## config.mk

```make
export PLATFORM = sky130hd
export DESIGN_NAME = gmii_rx
export DESIGN_NICKNAME = d
export VERILOG_FILES = /design/src/rtl/gmii_pkg.sv /design/src/rtl/crc32_d8_reg.sv /design/src/rtl/gmii_rx.sv
export SDC_FILE = /design/constraint.sdc
export NUM_CORES = 1
export LEC_CHECK = 0
export CAP_MARGIN = 20
export CELL_PAD_IN_SITES_DETAIL_PLACEMENT = 2
export CELL_PAD_IN_SITES_GLOBAL_PLACEMENT = 2
export CORE_MARGIN = 2
export CORE_UTILIZATION = 36
export CTS_CLUSTER_DIAMETER = 100
export DETAILED_ROUTE_END_ITERATION = 8
export PLACE_DENSITY = 0.76
export SYNTH_ARGS = -nofsm -noshare
export SYNTH_HDL_FRONTEND = slang
export SYNTH_SLANG_ARGS = --single-unit
```

## constraint.sdc

```tcl
create_clock -name clk_125m -period 2.6 [get_ports clk_125m]
set_input_delay 0.52 -clock clk_125m [delete_from_list [all_inputs] [get_ports clk_125m]]
set_output_delay 0.52 -clock clk_125m [all_outputs]
set_load 0.02 [all_outputs]
```

## src/rtl/gmii_pkg.sv

```systemverilog
// gmii_pkg: shared GMII framing constants, receive state encoding and CRC-32 byte step.
package gmii_pkg;
  localparam logic [7:0] PREAMBLE_BYTE = 8'h55;
  localparam logic [7:0] SFD_BYTE = 8'hD5;
  localparam logic [31:0] CRC_INIT = 32'hFFFFFFFF;
  localparam logic [31:0] CRC_POLY = 32'h04C11DB7;
  typedef enum logic [1:0] {IDLE, PREAMBLE, DATA, DISCARD} state_t;
  function automatic logic [31:0] crc32_d8(input logic [31:0] crc, input logic [7:0] data);
    logic [31:0] poly_ref;
    logic [31:0] c;
    for (int i = 0; i < 32; i++) poly_ref[i] = CRC_POLY[31-i];
    c = crc ^ {24'h0, data};
    for (int i = 0; i < 8; i++) c = c[0] ? (c >> 1) ^ poly_ref : c >> 1;
    return c;
  endfunction
endpackage

```

## src/rtl/crc32_d8_reg.sv

```systemverilog
// crc32_d8_reg: byte-wide reflected CRC-32 register; crc_out is the complemented FCS.
module crc32_d8_reg
  import gmii_pkg::*;
(
  input  logic        clk_125m,
  input  logic        rst,
  input  logic        clr,
  input  logic        en,
  input  logic [7:0]  data_in,
  output logic [31:0] crc_out
);
  logic [31:0] crc;
  always_ff @(posedge clk_125m)
    if (rst || clr) crc <= CRC_INIT;
    else if (en) crc <= crc32_d8(crc, data_in);
  assign crc_out = ~crc;
endmodule

```

## src/rtl/gmii_rx.sv

```systemverilog
// gmii_rx: GMII receive framer stripping preamble/SFD/FCS with CRC, length and PHY error status.
module gmii_rx
  import gmii_pkg::*;
#(
  parameter int unsigned MIN_LEN = 1,
  parameter int unsigned MAX_LEN = 1514
) (
  input  logic        clk_125m,
  input  logic        rst,
  input  logic [7:0]  rxd,
  input  logic        rx_dv,
  input  logic        rx_er,
  output logic [7:0]  out_data,
  output logic        out_valid,
  output logic        out_sof,
  output logic        frame_done,
  output logic        frame_ok,
  output logic        crc_err,
  output logic        len_err,
  output logic        phy_err,
  output logic [10:0] frame_len
);
  localparam logic [10:0] MIN_L = 11'(MIN_LEN);
  localparam logic [10:0] MAX_L = 11'(MAX_LEN);
  state_t state, state_nxt;
  logic [2:0] pre_cnt, fill;
  logic [31:0] line, fcs;
  logic [10:0] cnt;
  logic phy, sfd, push, eof, emit, crc_bad, len_bad;
  crc32_d8_reg u_crc (
    .clk_125m(clk_125m),
    .rst(rst),
    .clr(sfd),
    .en(push),
    .data_in(line[7:0]),
    .crc_out(fcs)
  );
  always_comb begin
    state_nxt = state;
    sfd = 1'b0;
    push = 1'b0;
    eof = 1'b0;
    case (state)
      IDLE: state_nxt = !rx_dv ? IDLE : rxd == PREAMBLE_BYTE ? PREAMBLE : DISCARD;
      PREAMBLE: begin
        sfd = rx_dv && rxd == SFD_BYTE;
        state_nxt = !rx_dv ? IDLE : sfd ? DATA :
                    (rxd == PREAMBLE_BYTE && pre_cnt != 3'd7) ? PREAMBLE : DISCARD;
      end
      DATA: begin
        push = rx_dv && fill == 3'd4;
        eof = !rx_dv;
        state_nxt = rx_dv ? DATA : IDLE;
      end
      default: state_nxt = rx_dv ? DISCARD : IDLE;
    endcase
  end
  // line[7:0] is the oldest byte; once the FCS has arrived the line equals the FCS word
  assign emit = push && cnt < MAX_L;
  assign crc_bad = fill != 3'd4 || line != fcs;
  assign len_bad = fill != 3'd4 || cnt < MIN_L || cnt > MAX_L;
  always_ff @(posedge clk_125m) begin
    if (rst) begin
      state <= IDLE;
      pre_cnt <= '0;
      fill <= '0;
      line <= '0;
      cnt <= '0;
      phy <= 1'b0;
      out_data <= '0;
      out_valid <= 1'b0;
      out_sof <= 1'b0;
      frame_done <= 1'b0;
      frame_ok <= 1'b0;
      crc_err <= 1'b0;
      len_err <= 1'b0;
      phy_err <= 1'b0;
      frame_len <= '0;
    end else begin
      state <= state_nxt;
      pre_cnt <= state == PREAMBLE ? pre_cnt + 3'd1 : 3'd1;
      out_valid <= emit;
      out_sof <= emit && cnt == '0;
      if (emit) out_data <= line[7:0];
      if (sfd) begin
        fill <= '0;
        line <= '0;
        cnt <= '0;
        phy <= 1'b0;
      end else if (state == DATA && rx_dv) begin
        line <= {rxd, line[31:8]};
        if (fill != 3'd4) fill <= fill + 3'd1;
        if (push && cnt != 11'h7FF) cnt <= cnt + 11'd1;
        if (rx_er) phy <= 1'b1;
      end
      frame_done <= eof;
      if (eof) begin
        frame_len <= cnt;
        crc_err <= crc_bad;
        len_err <= len_bad;
        phy_err <= phy;
        frame_ok <= !(crc_bad || len_bad || phy);
      end
    end
  end
endmodule

```

==> results.yml <==
clock_tree:
  root_buffer: "clkbuf_16"
  cts_hold_buffers: 0
  cts_tree: "built"
  cts_max_path_buffers: 2
  cts_buffers: 9
  clock-sinks: 110
  cts_setup_buffers: 0
  cts_max_level: 3
  clk_pin_slew_worst_paths_ps: 70
  insertion_delay_ps: 360
routing:
  vias: 4314
  routedWlPerCell_um: 19.2
  wl_um: 15700
  remaining_drc_errors: 0
  vias_per_cell: 5.28
  firstDrtPassIters: 4
  ant_nets: 0
  drtIter0Drc: 177
yosys:
  synth_area_per_cell_um2: 8.62
  syn_nets: 620
  synthArstFlopShare_pct: 0
  yosysWarnings: 0
  ys_seq_area_share_pct: 42.6
  syn_area_um2: 5160
  synth_cell_types: 44
  ys_seq_elements: 110
  synth_edf_count: 0
  postSynthCellCount: 599
  dominantRegCellSynth: "dfxtp_1"
sta:
  setup_viol: 0
  rsz0062_at_grt: "false"
  max_freq_mhz: 412
  slew_violations: 0
  worst_clock_skew_ps: 9.28
  finalSetupTns_ps: 0
  period_minus_slack_ps: 2430
  tightest_slew_ps: 824
  slew_headroom_pct: 44.6
  hold_viol_final: 0
  finalCritPeriodShare_pct: 93.4
worst_hold_path:
  worst_hold_path_type: "flop to flop"
  min_path_cells: 2
grt:
  grt_start_max_net_pins: 65
  grt.total_usage_pct: 21.9
  grt_pass1_vias: 4639
  grt_pass1_wl_um: 25300
  overflow: 0
  antenna_found_initial: 0
layout:
  fillers: 1529
  drive_gt1_share_pct: 8.01
  fin_nets: 653
  antenna_cells: 0
  syn_to_final_growth_pct: 18.9
floorplan:
  initial_utilization_pct: 37.1
  die_y_um: 124
  coreArea_um2: 13900
  die_w_um: 124
  io_pins: 38
  num_rows: 43
  die-area_um2: 15300
placed_design:
  gp_congestion: 0.781
  dpl.hpwl_um: 11700
  io_buffers: 37
worst_setup_path:
  r2r_slack_ps: 170
  worst-setup-path-type: "flop to flop"
  worstPathRequired_ps: 2880
  path_max_fanout: 3
  cp.arrival_ps: 2710
  reg2reg_depth: 8
  cp-start-kind: "flop"
  crit_path_end_kind: "flop"
power:
  ir_drop_v: 0.000289
  leakagePower_uw: 0.00220
  p_sw_share_pct: 22.0
  pwr_density_cell_nw_per_um2: 547
  seqPwrFrac_pct: 50.7
  p_sw_uw: 740
  total_power_uw: 3360
  clkPwrFrac_pct: 45.4
  p_int_uw: 2620
  combPwrFrac_pct: 3.9
run:
  max-cap-violations: 0
run_status:
  status: "finished clean"
-- synthesized netlist by cell type, drive strengths merged, types with 2 or more instances --
master  count  share of area [%]
nor4       11                1.3
a41oi       2               0.34
nor2b       3               0.36
dfxtp     110                 43
o21a        3               0.44
nand4       6               0.73
and3        3               0.36
ha          9                2.2
xor2       33                6.1
o211ai     20                2.9
nand2     119                8.7
inv         8               0.58
or3         3               0.36
xnor2      70                 13
nand4b      3               0.51
buf         6               0.53
or4         2               0.29
nand3      21                2.0
nor2       20                1.5
a21oi      73                7.1
and4        2               0.34
clkbuf     29                2.1
nor4b       3               0.51
nand2b      2               0.24
nor3        7               0.68
o21ai      18                1.7
-- cells in the final DEF, fill, tap and decap left out, types with 2 or more instances in the layout --
master / netlist / routed
o211ai_1: 20 / 20
nor3_1: 7 / 7
inv_1: 8 / 8
dfxtp_1: 110 / 109
bufinv_16: 0 / 2
nand3_1: 21 / 20
xor2_1: 31 / 31
clkdlybuf4s50_1: 0 / 37
and3_1: 3 / 3
nand2_1: 119 / 119
nand4_1: 6 / 6
or4_1: 2 / 2
nor2b_1: 3 / 3
nand2b_1: 2 / 2
buf_4: 0 / 18
nor4b_1: 3 / 3
ha_1: 9 / 9
nor4_1: 11 / 11
or3_1: 3 / 3
and4_1: 2 / 2
xnor2_2: 8 / 8
nand4b_1: 3 / 3
o21a_1: 3 / 3
o21ai_0: 17 / 17
nor2_1: 20 / 20
clkbuf_16: 0 / 9
a21oi_1: 73 / 73
buf_12: 0 / 2
xnor2_1: 62 / 62
-- per-layer routing --
metal / vias to the layer above / global-route usage [%] / routed length, um
li1: 2101 / - / -
met1: 2140 / 28.0 / 7240
met2: 56 / 37.8 / 7830
met3: 17 / 2.61 / 316
met4: 0 / 8.31 / 305
met5: - / 0 / 0
-- power by group through the flow --
| stage | clock (uW) | sequential, uW | combinational [uW] |
|---|---|---|---|
| 2_1_floorplan | 0 | 1740 | 69.8 |
| 3_3_place_gp | 0 | 1740 | 127 |
| 3_5_place_dp | 0 | 1740 | 132 |
| 4_1_cts | 1550 | 1700 | 133 |
| 5_1_grt | 1630 | 1710 | 144 |
| 6_report | 1520 | 1700 | 131 |
-- logic make-up after synthesis --
family / after synthesis / synth area share [%]
AND/OR/NAND/NOR: 210 / 18.6
AO/OA/AOI/OAI: 123 / 13.7
flip-flops: 110 / 42.6
XOR/XNOR: 104 / 19.6
buffers and inverters: 43 / 3.22
adder cells (fa/ha/maj): 9 / 2.18
-- worst max-delay path: stages, from the launching register on --
cell and delay (ps):
dfxtp_1 420, xnor2_1 160, inv_1 80, ha_1 190, nand4_1 160, nor4_1 370
nand4_1 130, or4_1 590, o31ai_1 250
-- what timing repair did --
| action | 4_1_cts | 5_1_grt |
|---|---|---|
| setup endpoints to repair | 0 | 1 |
| hold endpoints to repair | 0 | 0 |
| gates resized for setup | 0 | 1 |
-- layout make-up --
| cell class | instances | area [um2] | share of cell area [%] |
|---|---|---|---|
| repair buffers | 57 | 546 | 8.89 |
| clock inverters | 5 | 81.3 | 1.33 |
| multi-input cells | 446 | 2810 | 45.8 |
| well taps | 180 | 225 | 3.67 |
| flip-flops and latches | 110 | 2200 | 35.9 |
| clock buffers | 11 | 243 | 3.96 |
| inverters | 8 | 30.0 | 0.489 |
-- registers in the layout (all words and copies together), names as in the netlist --
name / flops
out_sof: 1
frame_ok: 1
crc_err: 1
len_err: 1
phy_err: 1
frame_done: 1
state: 2
pre_cnt: 3
cnt: 11
u_crc.crc: 32
frame_len: 11
fill: 3
out_valid: 1
line: 32
out_data: 8
phy: 1
-- final timing paths --
kind / from / to
max: line[1]$_SDFFE_PP0P_ / frame_ok$_SDFFE_PP0P_
min: frame_len[7]$_SDFFE_PP0P_ / frame_len[7]$_SDFFE_PP0P_
max reg2reg: line[1]$_SDFFE_PP0P_ / frame_ok$_SDFFE_PP0P_
min reg2reg: frame_len[7]$_SDFFE_PP0P_ / frame_len[7]$_SDFFE_PP0P_
-- metrics by stage --
step | worst slack, ps | cell area (um2) | hold WS (ps) | std cells | util, %
after global routing | 24.2 | 6140 | 488 | 817 | 44.0
final | 171 | 6140 | 459 | 817 | 44.0
after global placement | 203 | 5810 | 423 | 801 | 41.7
after CTS | 74.1 | 6140 | 463 | 817 | 44.0
after floorplan | 469 | 5160 | 415 | 599 | -
after detailed placement | 98.8 | 5810 | 453 | 801 | 41.7
No activity file was read; power rests on OpenSTA's default activity.
